**src/rtl/timer_pkg.sv**
```systemverilog
// Shared types and constants for the MM:SS BCD timer.
package timer_pkg;

  typedef enum logic [1:0] {
    IDLE  = 2'd0,
    RUN   = 2'd1,
    PAUSE = 2'd2,
    DONE  = 2'd3
  } state_t;

  typedef logic [3:0] bcd_t;

  localparam bcd_t SEC_TENS_MAX = 4'd5;
  localparam bcd_t ONES_MAX     = 4'd9;
  localparam int   ALARM_TICKS  = 8;

  // Bit offsets of each digit inside the packed 16-bit count.
  localparam int MIN_TENS_LSB = 12;
  localparam int MIN_ONES_LSB = 8;
  localparam int SEC_TENS_LSB = 4;
  localparam int SEC_ONES_LSB = 0;

  function automatic bcd_t clamp_digit(input bcd_t d, input bcd_t lim);
    return (d > lim) ? lim : d;
  endfunction

  function automatic logic [7:0] to_bcd8(input int v);
    return {4'(v / 10), 4'(v % 10)};
  endfunction

endpackage

```
**src/rtl/bcd_digit.sv**
```systemverilog
// Single BCD digit counting 0..MAX with wrap, parallel load and carry/borrow out.
module bcd_digit
  import timer_pkg::*;
#(
  parameter bcd_t MAX = 4'd9
) (
  input  logic clk,
  input  logic rst,
  input  logic load,
  input  bcd_t load_val,
  input  logic en,
  input  logic dn,
  output bcd_t q,
  output logic co
);

  logic wrap;

  assign wrap = dn ? (q == 4'd0) : (q == MAX);
  assign co   = en & wrap;

  always_ff @(posedge clk) begin
    if (rst) begin
      q <= '0;
    end else if (load) begin
      q <= load_val;
    end else if (en) begin
      if (wrap) q <= dn ? MAX : 4'd0;
      else      q <= dn ? q - 4'd1 : q + 4'd1;
    end
  end

endmodule

```
**src/rtl/bcd_timer.sv**
```systemverilog
// Tick-enabled MM:SS up/down timer with start/stop/load and done pulse; TIMER_ALARM_EN adds an 8-tick alarm.
// Latency: digits step on the edge sampling the final tick of a step; control outputs change on the sampling edge.
// Backpressure: none; tick is an enable, every input is sampled every clk.
module bcd_timer
  import timer_pkg::*;
#(
  parameter int TICKS_PER_STEP = 100,
  parameter int MAX_MIN        = 99
) (
  input  logic        clk,
  input  logic        rst,
  input  logic        tick,
  input  logic        start,
  input  logic        stop,
  input  logic        load,
  input  logic        dir,
  input  logic [15:0] load_val,
  output logic [15:0] digits,
  output logic        running,
  output logic        done
`ifdef TIMER_ALARM_EN
  ,
  output logic        alarm
`endif
);

  localparam logic [7:0]  MAX_MIN_BCD = to_bcd8(MAX_MIN);
  localparam logic [15:0] LIMIT       = {MAX_MIN_BCD, SEC_TENS_MAX, ONES_MAX};

  state_t      state;
  logic [11:0] presc;
  logic        last_tick;
  logic        at_limit;
  logic        enter_done;
  logic        step;

  bcd_t        ld_mt, ld_mo, ld_st, ld_so;
  logic [15:0] ld_clean;

  bcd_t        q_mt, q_mo, q_st, q_so;
  logic        co_so, co_st, co_mo, co_mt;

  // Minutes are clamped after per-digit clamping so the BCD pair compares as a plain number.
  always_comb begin
    ld_mt = clamp_digit(load_val[MIN_TENS_LSB +: 4], ONES_MAX);
    ld_mo = clamp_digit(load_val[MIN_ONES_LSB +: 4], ONES_MAX);
    ld_st = clamp_digit(load_val[SEC_TENS_LSB +: 4], SEC_TENS_MAX);
    ld_so = clamp_digit(load_val[SEC_ONES_LSB +: 4], ONES_MAX);
    if ({ld_mt, ld_mo} > MAX_MIN_BCD) {ld_mt, ld_mo} = MAX_MIN_BCD;
    ld_clean = {ld_mt, ld_mo, ld_st, ld_so};
  end

  assign digits     = {q_mt, q_mo, q_st, q_so};
  assign last_tick  = (presc == 12'(TICKS_PER_STEP - 1));
  assign at_limit   = dir ? (digits == 16'h0000) : (digits == LIMIT);
  assign enter_done = (state == RUN) && !load && !stop && at_limit;
  assign step       = (state == RUN) && !load && !stop && !at_limit && tick && last_tick;

  bcd_digit #(.MAX(ONES_MAX)) u_sec_ones (
    .clk(clk), .rst(rst), .load(load), .load_val(ld_clean[SEC_ONES_LSB +: 4]),
    .en(step), .dn(dir), .q(q_so), .co(co_so)
  );

  bcd_digit #(.MAX(SEC_TENS_MAX)) u_sec_tens (
    .clk(clk), .rst(rst), .load(load), .load_val(ld_clean[SEC_TENS_LSB +: 4]),
    .en(co_so), .dn(dir), .q(q_st), .co(co_st)
  );

  bcd_digit #(.MAX(ONES_MAX)) u_min_ones (
    .clk(clk), .rst(rst), .load(load), .load_val(ld_clean[MIN_ONES_LSB +: 4]),
    .en(co_st), .dn(dir), .q(q_mo), .co(co_mo)
  );

  // The limit check stops stepping before the minutes tens could ever wrap.
  bcd_digit #(.MAX(ONES_MAX)) u_min_tens (
    .clk(clk), .rst(rst), .load(load), .load_val(ld_clean[MIN_TENS_LSB +: 4]),
    .en(co_mo), .dn(dir), .q(q_mt), .co(co_mt)
  );

  always_ff @(posedge clk) begin
    if (rst) begin
      state   <= IDLE;
      presc   <= '0;
      running <= 1'b0;
      done    <= 1'b0;
    end else begin
      done <= 1'b0;
      if (load) begin
        state   <= IDLE;
        presc   <= '0;
        running <= 1'b0;
      end else begin
        case (state)
          IDLE: begin
            if (start && !stop) begin
              state   <= RUN;
              presc   <= '0;
              running <= 1'b1;
            end
          end
          RUN: begin
            if (stop) begin
              state   <= PAUSE;
              running <= 1'b0;
            end else if (enter_done) begin
              state   <= DONE;
              running <= 1'b0;
              done    <= 1'b1;
            end else if (tick) begin
              presc <= last_tick ? 12'd0 : presc + 12'd1;
            end
          end
          PAUSE: begin
            if (start && !stop) begin
              state   <= RUN;
              running <= 1'b1;
            end
          end
          default: ;
        endcase
      end
    end
  end

`ifdef TIMER_ALARM_EN
  logic [3:0] alarm_cnt;

  always_ff @(posedge clk) begin
    if (rst || load) begin
      alarm     <= 1'b0;
      alarm_cnt <= '0;
    end else if (enter_done) begin
      alarm     <= 1'b1;
      alarm_cnt <= '0;
    end else if (alarm && tick) begin
      if (alarm_cnt == 4'(ALARM_TICKS - 1)) alarm <= 1'b0;
      alarm_cnt <= alarm_cnt + 4'd1;
    end
  end
`endif

  logic unused_co;
  assign unused_co = co_mt;

endmodule

```
**config.mk**
```make
export PLATFORM = sky130hd
export DESIGN_NAME = bcd_timer
export DESIGN_NICKNAME = d
export VERILOG_FILES = /design/src/rtl/timer_pkg.sv /design/src/rtl/bcd_digit.sv /design/src/rtl/bcd_timer.sv
export SDC_FILE = /design/constraint.sdc
export NUM_CORES = 1
export LEC_CHECK = 0
export BUFFER_PORTS_ARGS = -buffer_cell sky130_fd_sc_hd__buf_4
export CORE_MARGIN = 10
export CORE_UTILIZATION = 56
export DETAILED_ROUTE_END_ITERATION = 8
export GPL_TIMING_DRIVEN = 0
export PLACE_DENSITY = 0.88
export SKIP_LAST_GASP = 1
export SLEW_MARGIN = 25
export SYNTH_ARGS = -nofsm -noshare
export SYNTH_HDL_FRONTEND = slang
export SYNTH_SLANG_ARGS = --single-unit
```
**constraint.sdc**
```tcl
create_clock -name clk -period 2.3 [get_ports clk]
set_input_delay 0 -clock clk [delete_from_list [all_inputs] [get_ports clk]]
set_output_delay 0 -clock clk [all_outputs]
set_load 0.01 [all_outputs]
```
==> results.ini, run 1 <==
[status]
status = finished, final reports clean

[timing]
finalSetupTns_ps = 0
relSlewSlack = 0.528
finalCritPeriodShare = 0.938
rsz0062_at_grt = no
setup_viol = 0
slew_violations = 0
worst_pin_slew_ps = 702
finalHoldViolations = 0
fin_crit_ps = 2160
fmax_mhz = 464
final.setup_skew_ps = 9.85

[cells_and_area]
multi_input_area_mm2 = 0.00158
layout-drive-gt1-share = 0.192
final-seq-area_um2 = 641
syn_to_final_growth_pct = 23.0
final_cell_mix = buf_4, dfxtp_1, nor2_1, o21ai_0, nand2_1
nNetsFinal = 369
n_antenna_cell = 0
fillers = 338
final_common_cell = buf_4

[logic_synthesis]
synthFlopType = dfxtp_1
synth_top_area_share = 0.278
seq_area_frac_synth = 0.278
netlist_instances = 281
async_flop_share = 0
yosysTopAreaCell = dfxtp_1
syn_area_mm2 = 0.00230
syn_area_per_cell_um2 = 8.19
synthTopCellsByArea = dfxtp_1, ha_1, o21ai_0
ys_ff_latch = 32
synth_nets = 317
yosysWarnings = 0
synth_edf_count = 0
synth.distinct_cells = 58

[floorplanning]
die_x_um = 84.1
pin_count = 41
start_util = 0.575
fp.dieArea_mm2 = 0.00707
die_h_um = 84.1
rows = 23
core_mm2 = 0.00400

[critical_path]
timing.rr.end = u_sec_tens.q[0]$_SDFFE_PP0P_
cp.arrival_ps = 2370
path_class = reg2reg
end_kind = flop
crit_chain = ha_2 -> and4b_1 -> nand2_1 -> nor4_4 -> buf_4 -> buf_4 -> nand3_2 -> xor2_1 -> a211oi_1
slowest_delay_ps = 390
critPathRequiredTime_ps = 2520
cp_slowest_cell = dfxtp_1
rrSetupSlack_ps = 140
cp-start-kind = flop
critPathMostFrequentCell = buf_4
crit_fanout = 5
crit-reg2reg-launch = presc[0]$_SDFFE_PP0P_
worstRegToRegCells = 9

[place]
io_buffers = 38
dpl.hpwl_mm = 4.64
gp_congestion = 0.902

[clock_tree]
cts_buffers = 5
htreeDepth = 2
clk_pin_slew_ps = 80
clock_latency_ps = 300
cts_tree = yes
ctsRootBufferMaster = clkbuf_8
clock_sinks = 32
cts_buffer_depth = 2

[worst_hold_path]
min_delay_path_depth = 3
holdPathEnd = u_sec_ones.q[2]$_SDFFE_PP0P_
min_path_type = in2reg
hold_start = load_val[2]

[pwr]
p_leak_uw = 0.00114
power_per_cell_area_mw_per_mm2 = 526
total_power_uw = 1490
vdd_ir_drop_max_v = 0.000428

[routing]
finalWirelength_mm = 6.53
avgViaCountPerCell = 6.26
dr.pass1.iters = 4
wl_per_cell_um = 17.0
drtIter0Drc = 161
vias = 2405
ant_nets = 0
drc = 0

[grt]
grt_usage = 0.178
overflow = 0
grt_pass1_vias = 2332
grt_pass1_wl_mm = 10.7
antenna_found_initial = 0
grt_max_degree = 20

[flow_run]
maxCapViolations = 0

cell usage after synthesis (7+ instances only):
library cell / instances
ha_1: 9
a21oi_1: 16
inv_1: 7
nand2_1: 17
o21ai_0: 22
nor2_1: 27
o31ai_1: 7
xnor2_1: 10
clkbuf_1: 9
dfxtp_1: 32
and3_1: 7
nand3_1: 11
power breakdown:
| part | internal [µW] | total, µW | switching, µW |
|---|---|---|---|
| registers | 575 | 611 | 36.0 |
| clock network | 320 | 552 | 231 |
| logic | 151 | 325 | 174 |
| total | 1050 | 1490 | 441 |
state kept, by name, indices dropped and copies added, names as in the netlist:
signal / count
presc: 12
u_min_ones.q: 4
u_min_tens.q: 4
u_sec_ones.q: 4
u_sec_tens.q: 4
state: 2
done: 1
running: 1
area by class of cell:
class | count | area share
Buffer | 13 | 0.0208
Clock buffer | 5 | 0.0243
Clock inverter | 3 | 0.0150
Inverter | 8 | 0.0106
Multi-Input combinational cell | 228 | 0.557
Sequential cell | 32 | 0.226
Tap cell | 50 | 0.0221
Timing Repair Buffer | 45 | 0.124
stage by stage:
stage / hold slack [ps] / cell area [µm²] / setup slack [ps] / util / cells
finish: 4.73 / 2830 / 143 / 0.708 / 384
global route: 4.91 / 2830 / 19.9 / 0.708 / 384
CTS: 4.20 / 2810 / 43.7 / 0.703 / 382
detailed placement: 231 / 2650 / 53.7 / 0.662 / 369
global placement: 230 / 2650 / 54.5 / 0.662 / 369
floorplan: 109 / 2300 / 308 / - / 281
what timing repair did:
| action | CTS | global route |
|---|---|---|
| setup buffers | 0 | 2 |
| hold buffers | 5 | 0 |
| resized for setup | 0 | 2 |
| setup endpoints to repair | 0 | 9 |
| hold endpoints to repair | 4 | 0 |
critical path, delay by kind of cell (launching register included):
family,cells,cell delay (ps)
adder cells (fa/ha/maj),1,240
AO/OA/AOI/OAI,1,230
buffers and inverters,2,300
AND/OR/NAND/NOR,4,750
XOR/XNOR,1,180
flip-flops,1,390
metal layers:
layer,global-route usage,wire length (µm)
met4,0.0731,167
met5,0,0
met2,0.311,3290
met1,0.198,2640
met3,0.0498,432
kinds of logic after synthesis:
logic type / share of synthesized area
xor+xnor: 0.0609
flops: 0.278
buf+inv: 0.0386
compound gates: 0.257
fa+ha+maj: 0.0837
mux: 0.0223
simple gates: 0.259
how the worst max path moves through the flow:
| stage | depth (start not counted) | endpoint | from |
|---|---|---|---|
| floorplan | 6 | u_min_tens.q[2]$_SDFFE_PP0P_ | presc[8]$_SDFFE_PP0P_ |
| global placement | 7 | u_min_tens.q[1]$_SDFFE_PP0P_ | presc[0]$_SDFFE_PP0P_ |
| detailed placement | 7 | u_min_tens.q[2]$_SDFFE_PP0P_ | presc[0]$_SDFFE_PP0P_ |
| CTS | 7 | u_min_tens.q[2]$_SDFFE_PP0P_ | presc[0]$_SDFFE_PP0P_ |
| global route | 9 | u_sec_tens.q[0]$_SDFFE_PP0P_ | presc[0]$_SDFFE_PP0P_ |
| finish | 9 | u_sec_tens.q[0]$_SDFFE_PP0P_ | presc[0]$_SDFFE_PP0P_ |
(Power assumes the default switching activity.)
==> run 2, diff against run 1 <==
--- a/config.mk
+++ b/config.mk
@@ -5,10 +5,11 @@
 export SDC_FILE = /design/constraint.sdc
 export NUM_CORES = 1
 export LEC_CHECK = 0
-export BUFFER_PORTS_ARGS = -buffer_cell sky130_fd_sc_hd__buf_4
+export ABC_AREA = 1
 export CORE_MARGIN = 10
-export CORE_UTILIZATION = 56
+export CORE_UTILIZATION = 64
 export DETAILED_ROUTE_END_ITERATION = 8
+export DONT_BUFFER_PORTS = 1
 export GPL_TIMING_DRIVEN = 0
 export PLACE_DENSITY = 0.88
 export SKIP_LAST_GASP = 1
==> run 2 against run 1 <==
  * Fmax up 9.2%
  * Highest routed layer unchanged
  * Sequential share of layout area up 0.48 points
  * Via count up 2.1%
  * Clock skew down 1.2 ps
  * Die area down 3.4%
  * Largest cell class unchanged
  * Critical path depth down 3
  * Sequential power up 4.1%
  * First-iteration DRC count down 0.62%
  * Hold slack worse by 3.7 ps
  * Cell area down 2.1%
==> results.ini, run 2 <==
[critical_path]
critPathMostFrequentCell = nand2_1  ; was buf_4
cp-start-kind = flop  ; unchanged
slowest_delay_ps = 560  ; was 390 ps
crit_chain = fa_1 -> nand2_1 -> o31ai_1 -> dlygate4sd3_1 -> nand2_1 -> a21oi_1  ; was ha_2 -> and4b_1 -> nand2_1 -> nor4_4 -> buf_4 -> buf_4 -> nand3_2 -> xor2_1 -> a211oi_1
crit-reg2reg-launch = u_sec_tens.q[1]$_SDFFE_PP0P_  ; was presc[0]$_SDFFE_PP0P_
worstRegToRegCells = 6  ; was 9
cp.arrival_ps = 2160  ; was 2370 ps
end_kind = flop  ; unchanged
timing.rr.end = u_sec_tens.q[1]$_SDFFE_PP0P_  ; was u_sec_tens.q[0]$_SDFFE_PP0P_
crit_fanout = 5  ; unchanged
cp_slowest_cell = dlygate4sd3_1  ; was dfxtp_1
rrSetupSlack_ps = 320  ; was 140 ps
path_class = reg2reg  ; unchanged
critPathRequiredTime_ps = 2480  ; was 2520 ps

[pwr]
p_switching_uw = 463  ; was 441 µW
power_frac_comb = 0.233  ; was 0.218
power.internal_uw = 964  ; was 1050 µW
p_clk_frac = 0.322  ; was 0.371
swShare = 0.325  ; was 0.296
power_per_cell_area_mw_per_mm2 = 515  ; was 526 mW/mm²
p_leak_uw = 0.00128  ; was 0.00114 µW
total_power_uw = 1430  ; was 1490 µW
vdd_ir_drop_max_v = 0.000455  ; was 0.000428 V
power.share.sequential = 0.445  ; was 0.411

[logic_synthesis]
synthTopCellsByCount = nand2_1, nor2_1, inv_1  ; was dfxtp_1, nor2_1, o21ai_0
netlist_instances = 371  ; was 281
syn_area_per_cell_um2 = 6.77  ; was 8.19 µm²
synth_edf_count = 0  ; unchanged
syn_area_mm2 = 0.00251  ; was 0.00230 mm²
yosysTopAreaCell = dfxtp_1  ; unchanged
yosysWarnings = 0  ; unchanged
synth.distinct_cells = 45  ; was 58
synth_top_area_share = 0.255  ; was 0.278
synth_most_common_cell = nand2_1  ; was dfxtp_1
seq_area_frac_synth = 0.255  ; was 0.278
async_flop_share = 0  ; unchanged
synth_nets = 407  ; was 317
ys_ff_latch = 32  ; unchanged
synthFlopType = dfxtp_1  ; unchanged
synthTopCellsByArea = dfxtp_1, nand2_1, nor2_1  ; was dfxtp_1, ha_1, o21ai_0

[floorplanning]
fp.dieArea_mm2 = 0.00683  ; was 0.00707 mm²
pin_count = 41  ; unchanged
start_util = 0.676  ; was 0.575
rows = 22  ; was 23
die_x_um = 82.6  ; was 84.1 µm
die_h_um = 82.6  ; was 84.1 µm
core_mm2 = 0.00372  ; was 0.00400 mm²

[routing]
dr.pass1.iters = 4  ; unchanged
routed.top_layer = met4  ; unchanged
ant_nets = 0  ; unchanged
avgViaCountPerCell = 5.61  ; was 6.26
finalWirelength_mm = 6.42  ; was 6.53 mm
routed-wl-met3_um = 515  ; was 432 µm
met1_length_mm = 2.53  ; was 2.64 mm
drc = 0  ; unchanged
drtIter0Drc = 160  ; was 161
vias = 2456  ; was 2405
dr_wl_met2_mm = 3.22  ; was 3.29 mm
wl_per_cell_um = 14.7  ; was 17.0 µm

[worst_hold_path]
min_path_type = in2reg  ; unchanged
min_delay_path_depth = 4  ; was 3
hold_start = load_val[13]  ; was load_val[2]
holdPathEnd = u_min_tens.q[1]$_SDFFE_PP0P_  ; was u_sec_ones.q[2]$_SDFFE_PP0P_

[cells_and_area]
nNetsFinal = 425  ; was 369
syn_to_final_growth_pct = 10.4  ; was 23.0%
regMostFlops = presc  ; unchanged
n_antenna_cell = 0  ; unchanged
layout-drive-gt1-share = 0.128  ; was 0.192
final_cells = 438  ; was 384
final_cell_mix = nand2_1, nor2_1, inv_1, dfxtp_1, nand3_1  ; was buf_4, dfxtp_1, nor2_1, o21ai_0, nand2_1
final_common_cell = nand2_1  ; was buf_4
largest_register_ffs = 12  ; unchanged

[grt]
grt_usage = 0.201  ; was 0.178
grt_pass1_vias = 2474  ; was 2332
grt_pass1_wl_mm = 11.0  ; was 10.7 mm
overflow = 0  ; unchanged
grt_max_degree = 16  ; was 20
antenna_found_initial = 0  ; unchanged

[timing]
rsz0062_at_grt = no  ; unchanged
setup_viol = 0  ; unchanged
fmax_mhz = 506  ; was 464 MHz
finalSetupTns_ps = 0  ; unchanged
finalCritPeriodShare = 0.859  ; was 0.938
finalHoldViolations = 0  ; unchanged
fin_crit_ps = 1980  ; was 2160 ps
relSlewSlack = 0.659  ; was 0.528
final.setup_skew_ps = 8.66  ; was 9.85 ps
worst_pin_slew_ps = 512  ; was 702 ps
slew_violations = 0  ; unchanged

[status]
status = finished, final reports clean  ; unchanged

[clock_tree]
cts_buffers = 5  ; unchanged
ctsRootBufferMaster = clkbuf_8  ; unchanged
clock_latency_ps = 300  ; about the same
ctsResizeCount = 0  ; unchanged
htreeDepth = 2  ; unchanged
clock_sinks = 32  ; unchanged
cts_buffer_depth = 2  ; unchanged
clk_pin_slew_ps = 70  ; was 80 ps
cts_tree = yes  ; unchanged

[flow_run]
maxCapViolations = 0  ; unchanged

[place]
dpl.hpwl_mm = 4.74  ; was 4.64 mm
gp_congestion = 0.878  ; was 0.902
dp_cells = 419  ; was 369
io_buffers = 0  ; was 38

run 2: final cells by class:
class	instances	area, µm²
Inverter	52	195
Timing Repair Buffer	11	110
Tap cell	48	60.1
Sequential cell	32	641
Multi-Input combinational cell	281	1630
Buffer	6	46.3
Clock buffer	8	90.1
Fill cell	309	945
run 2: cell families (layout without fill, tap and decap cells):
| group | after synthesis | count (layout) | share of synthesized area |
|---|---|---|---|
| compound gates | 55 | 55 | 0.137 |
| flops | 32 | 32 | 0.255 |
| xor+xnor | 15 | 15 | 0.0523 |
| buf+inv | 58 | 77 | 0.0962 |
| fa+ha+maj | 13 | 13 | 0.0767 |
| simple gates | 198 | 198 | 0.383 |
run 2: per-stage QoR:
stage / worst slack (ps) / util / hold slack [ps] / cell area, µm²
after floorplan: 759 / - / 69.1 / 2510
after global placement: 450 / 0.692 / 70.6 / 2570
after detailed placement: 429 / 0.692 / 73.1 / 2570
after CTS: 337 / 0.746 / 1.27 / 2770
after global routing: 150 / 0.746 / 53.1 / 2770
final: 324 / 0.746 / 0.990 / 2770
run 2: how the worst max path moves through the flow:
stage	slack (ps)	from	endpoint	depth (start not counted)
4_1_cts	340	u_sec_tens.q[1]$_SDFFE_PP0P_	u_sec_tens.q[1]$_SDFFE_PP0P_	6
5_1_grt	150	presc[0]$_SDFFE_PP0P_	u_min_tens.q[1]$_SDFFE_PP0P_	10
3_3_place_gp	450	presc[0]$_SDFFE_PP0P_	u_min_tens.q[2]$_SDFFE_PP0P_	10
3_5_place_dp	430	presc[0]$_SDFFE_PP0P_	u_min_tens.q[0]$_SDFFE_PP0P_	10
2_1_floorplan	760	presc[0]$_SDFFE_PP0P_	u_min_tens.q[0]$_SDFFE_PP0P_	10
6_report	320	u_sec_tens.q[1]$_SDFFE_PP0P_	u_sec_tens.q[1]$_SDFFE_PP0P_	6
run 2: power by group through the flow:
stage	clock (µW)	sequential (µW)	combinational, µW
after floorplan	0	634	255
after global placement	0	647	293
after detailed placement	0	648	306
after CTS	461	636	327
after global routing	484	641	382
final	460	636	332
run 2: metal layers:
layer,vias to the layer above,GRT usage
met5,-,0
met4,0,0.0936
met3,17,0.0486
met2,97,0.354
met1,1113,0.221
li1,1229,-
run 2: what timing repair did:
item / CTS / global route
hold buffers: 11 / 0
buffers inserted: 0 / 0
hold endpoints to repair: 13 / 0
run 2: critical path: cells and delay by family (launching register included):
kind	cells	cell delay, ps
simple gates	2	160
fa+ha+maj	1	490
buf+inv	1	560
flops	1	540
compound gates	2	120
==> run 3, diff against run 2 <==
--- a/config.mk
+++ b/config.mk
@@ -11,7 +11,7 @@
 export DETAILED_ROUTE_END_ITERATION = 8
 export DONT_BUFFER_PORTS = 1
 export GPL_TIMING_DRIVEN = 0
-export PLACE_DENSITY = 0.88
+export PLACE_DENSITY_LB_ADDON = 0.05
 export SKIP_LAST_GASP = 1
 export SLEW_MARGIN = 25
 export SYNTH_ARGS = -nofsm -noshare
==> run 3 against run 2 <==
  * Clock skew is 3.6 ps lower
  * Flip-flop and latch count stayed put
  * Combinational power hardly changed
  * Non-clock buffer count stayed put
  * Clock-buffer cell count is 1 lower
  * Final cell count is 0.23% lower
  * Global-route usage is 1.4 points lower
  * Core utilization is 0.17 points higher
  * Sequential share of layout area is 0.052 points lower
  * Critical path type unchanged
  * Highest routed layer unchanged
==> results.ini, run 3 (same netlist as run 2, synthesis figures left out) <==
[status]
status = finished, final reports clean  ; unchanged

[critical_path]
path_class = reg2reg  ; unchanged
slowest_delay_ps = 550  ; was 560 ps
cp_slowest_cell = dlygate4sd3_1  ; unchanged
path_buf_inv = 1  ; unchanged
critPathRequiredTime_ps = 2460  ; was 2480 ps
crit_fanout = 5  ; unchanged
crit_chain = fa_1 -> nand2_1 -> o31ai_1 -> dlygate4sd3_1 -> nand2_1 -> a21oi_1  ; unchanged
end_kind = flop  ; unchanged
worstSetupStartpoint = u_sec_tens.q[1]$_SDFFE_PP0P_  ; unchanged
cp.arrival_ps = 2150  ; was 2160 ps
critPathMostFrequentCell = nand2_1  ; unchanged
crit-reg2reg-launch = u_sec_tens.q[1]$_SDFFE_PP0P_  ; unchanged
cp-start-kind = flop  ; unchanged
crit_family = buffers and inverters  ; unchanged

[cells_and_area]
final_cell_mix = nand2_1, nor2_1, inv_1, dfxtp_1, nand3_1  ; unchanged
final_common_cell = nand2_1  ; unchanged
nNetsFinal = 425  ; unchanged
regMostFlops = presc  ; unchanged
final_cells = 437  ; was 438
fillers = 333  ; was 309
layout-drive-gt1-share = 0.131  ; was 0.128
largest_register_ffs = 12  ; unchanged
syn_to_final_growth_pct = 10.6  ; was 10.4%
n_antenna_cell = 0  ; unchanged

[timing]
setup_viol = 0  ; unchanged
fin_crit_ps = 1980  ; about the same
rsz0062_at_grt = no  ; unchanged
relSlewSlack = 0.653  ; was 0.659
fmax_mhz = 505  ; was 506 MHz
worst_pin_slew_ps = 518  ; was 512 ps
final.setup_skew_ps = 5.10  ; was 8.66 ps
finalCritPeriodShare = 0.861  ; was 0.859
finalSetupTns_ps = 0  ; unchanged
finalHoldViolations = 0  ; unchanged
slew_violations = 0  ; unchanged

[pwr]
swShare = 0.321  ; was 0.325
p_leak_uw = 0.00129  ; was 0.00128 µW
vdd_ir_drop_max_v = 0.000395  ; was 0.000455 V
total_power_uw = 1450  ; was 1430 µW
power.share.sequential = 0.438  ; was 0.445
p_switching_uw = 465  ; was 463 µW
p_clk_frac = 0.335  ; was 0.322
power_per_cell_area_mw_per_mm2 = 522  ; was 515 mW/mm²
power_frac_comb = 0.227  ; was 0.233
power.internal_uw = 985  ; was 964 µW

[routing]
vias = 2407  ; was 2456
avgViaCountPerCell = 5.51  ; was 5.61
dr.pass1.iters = 5  ; was 4
drc = 0  ; unchanged
ant_nets = 0  ; unchanged
wl_per_cell_um = 14.3  ; was 14.7 µm
drtIter0Drc = 126  ; was 160
finalWirelength_mm = 6.24  ; was 6.42 mm

[clock_tree]
htreeDepth = 2  ; unchanged
cts_buffers = 5  ; unchanged
cts_tree = yes  ; unchanged
cts_buffer_depth = 2  ; unchanged
postCtsSetupRepairBufs = 0  ; unchanged
clock_sinks = 32  ; unchanged
clock_latency_ps = 290  ; was 300 ps
clk_pin_slew_ps = 70  ; about the same
ctsRootBufferMaster = clkbuf_8  ; unchanged

[grt]
grt_pass1_vias = 2258  ; was 2474
overflow = 0  ; unchanged
grt_max_degree = 16  ; unchanged
antenna_found_initial = 0  ; unchanged
grt_usage = 0.187  ; was 0.201
grt_pass1_wl_mm = 10.1  ; was 11.0 mm

[place]
dpl.hpwl_mm = 4.59  ; was 4.74 mm
dp_cells = 419  ; unchanged
gp_congestion = 0.899  ; was 0.878
io_buffers = 0  ; unchanged

[floorplanning]
die_x_um = 82.6  ; unchanged
start_util = 0.676  ; unchanged
rows = 22  ; unchanged
core_mm2 = 0.00372  ; unchanged
fp.dieArea_mm2 = 0.00683  ; unchanged
die_h_um = 82.6  ; unchanged
pin_count = 41  ; unchanged

[worst_hold_path]
hold_start = load_val[15]  ; was load_val[13]
min_path_type = in2reg  ; unchanged

[flow_run]
maxCapViolations = 0  ; unchanged

[run 3: cell count changes in the layout (fill, tap and decap cells not counted), sizes merged]
cell,before,now
clkbuf,9,8
[run 3: path summary, 6_finish.rpt]
check                                      end  slack [ps]  cells past startpoint
setup / recovery  u_sec_tens.q[1]$_SDFFE_PP0P_         320                      6
hold / removal    u_min_tens.q[0]$_SDFFE_PP0P_          10                      4
setup reg to reg  u_sec_tens.q[1]$_SDFFE_PP0P_         320                      6
hold reg to reg         presc[10]$_SDFFE_PP0P_         500                      2
[run 3: final cells by class]
class,count,area (µm²),share of cell area
sequential,32,641,0.231
multi-input combinational,281,1630,0.586
buffer,6,46.3,0.0167
tap,48,60.1,0.0216
timing repair buffer,11,110,0.0396
inverter,52,195,0.0703
clock buffer,7,96.3,0.0347
[run 3: worst reg2reg max path: cells and delay by family, from the launching register on]
kind | cells | cell delay, ps
compound gates | 2 | 130
fa+ha+maj | 1 | 470
buf+inv | 1 | 550
flops | 1 | 530
simple gates | 2 | 170
[run 3: power by group through the flow]
| stage | Sequential [µW] | Clock, µW | Combinational, µW |
|---|---|---|---|
| 2_1_floorplan | 634 | 0 | 255 |
| 3_3_place_gp | 647 | 0 | 295 |
| 3_5_place_dp | 648 | 0 | 304 |
| 4_1_cts | 635 | 493 | 325 |
| 5_1_grt | 640 | 516 | 373 |
| 6_report | 635 | 486 | 329 |
[run 3: metrics by stage]
| stage | hold slack (ps) | cell area (µm²) | utilization | setup slack [ps] |
|---|---|---|---|---|
| after CTS | 4.28 | 2780 | 0.747 | 374 |
| after floorplan | 69.1 | 2510 | - | 759 |
| after detailed placement | 74.0 | 2570 | 0.692 | 406 |
| after global routing | 29.6 | 2780 | 0.747 | 115 |
| after global placement | 72.4 | 2570 | 0.692 | 436 |
| final | 10.8 | 2780 | 0.747 | 319 |
[run 3: repair_timing]
action,CTS,global route
gates resized for setup,0,0
hold endpoints to repair,14,0
hold buffers,11,0
endpoints found under the setup margin,0,0
[run 3: per-layer routing]
layer / GRT usage / share of wire / up-vias
li1: - / - / 1231
met1: 0.203 / 0.40 / 1087
met2: 0.337 / 0.51 / 75
met3: 0.0562 / 0.073 / 14
met4: 0.0602 / 0.016 / 0
met5: 0 / 0 / -
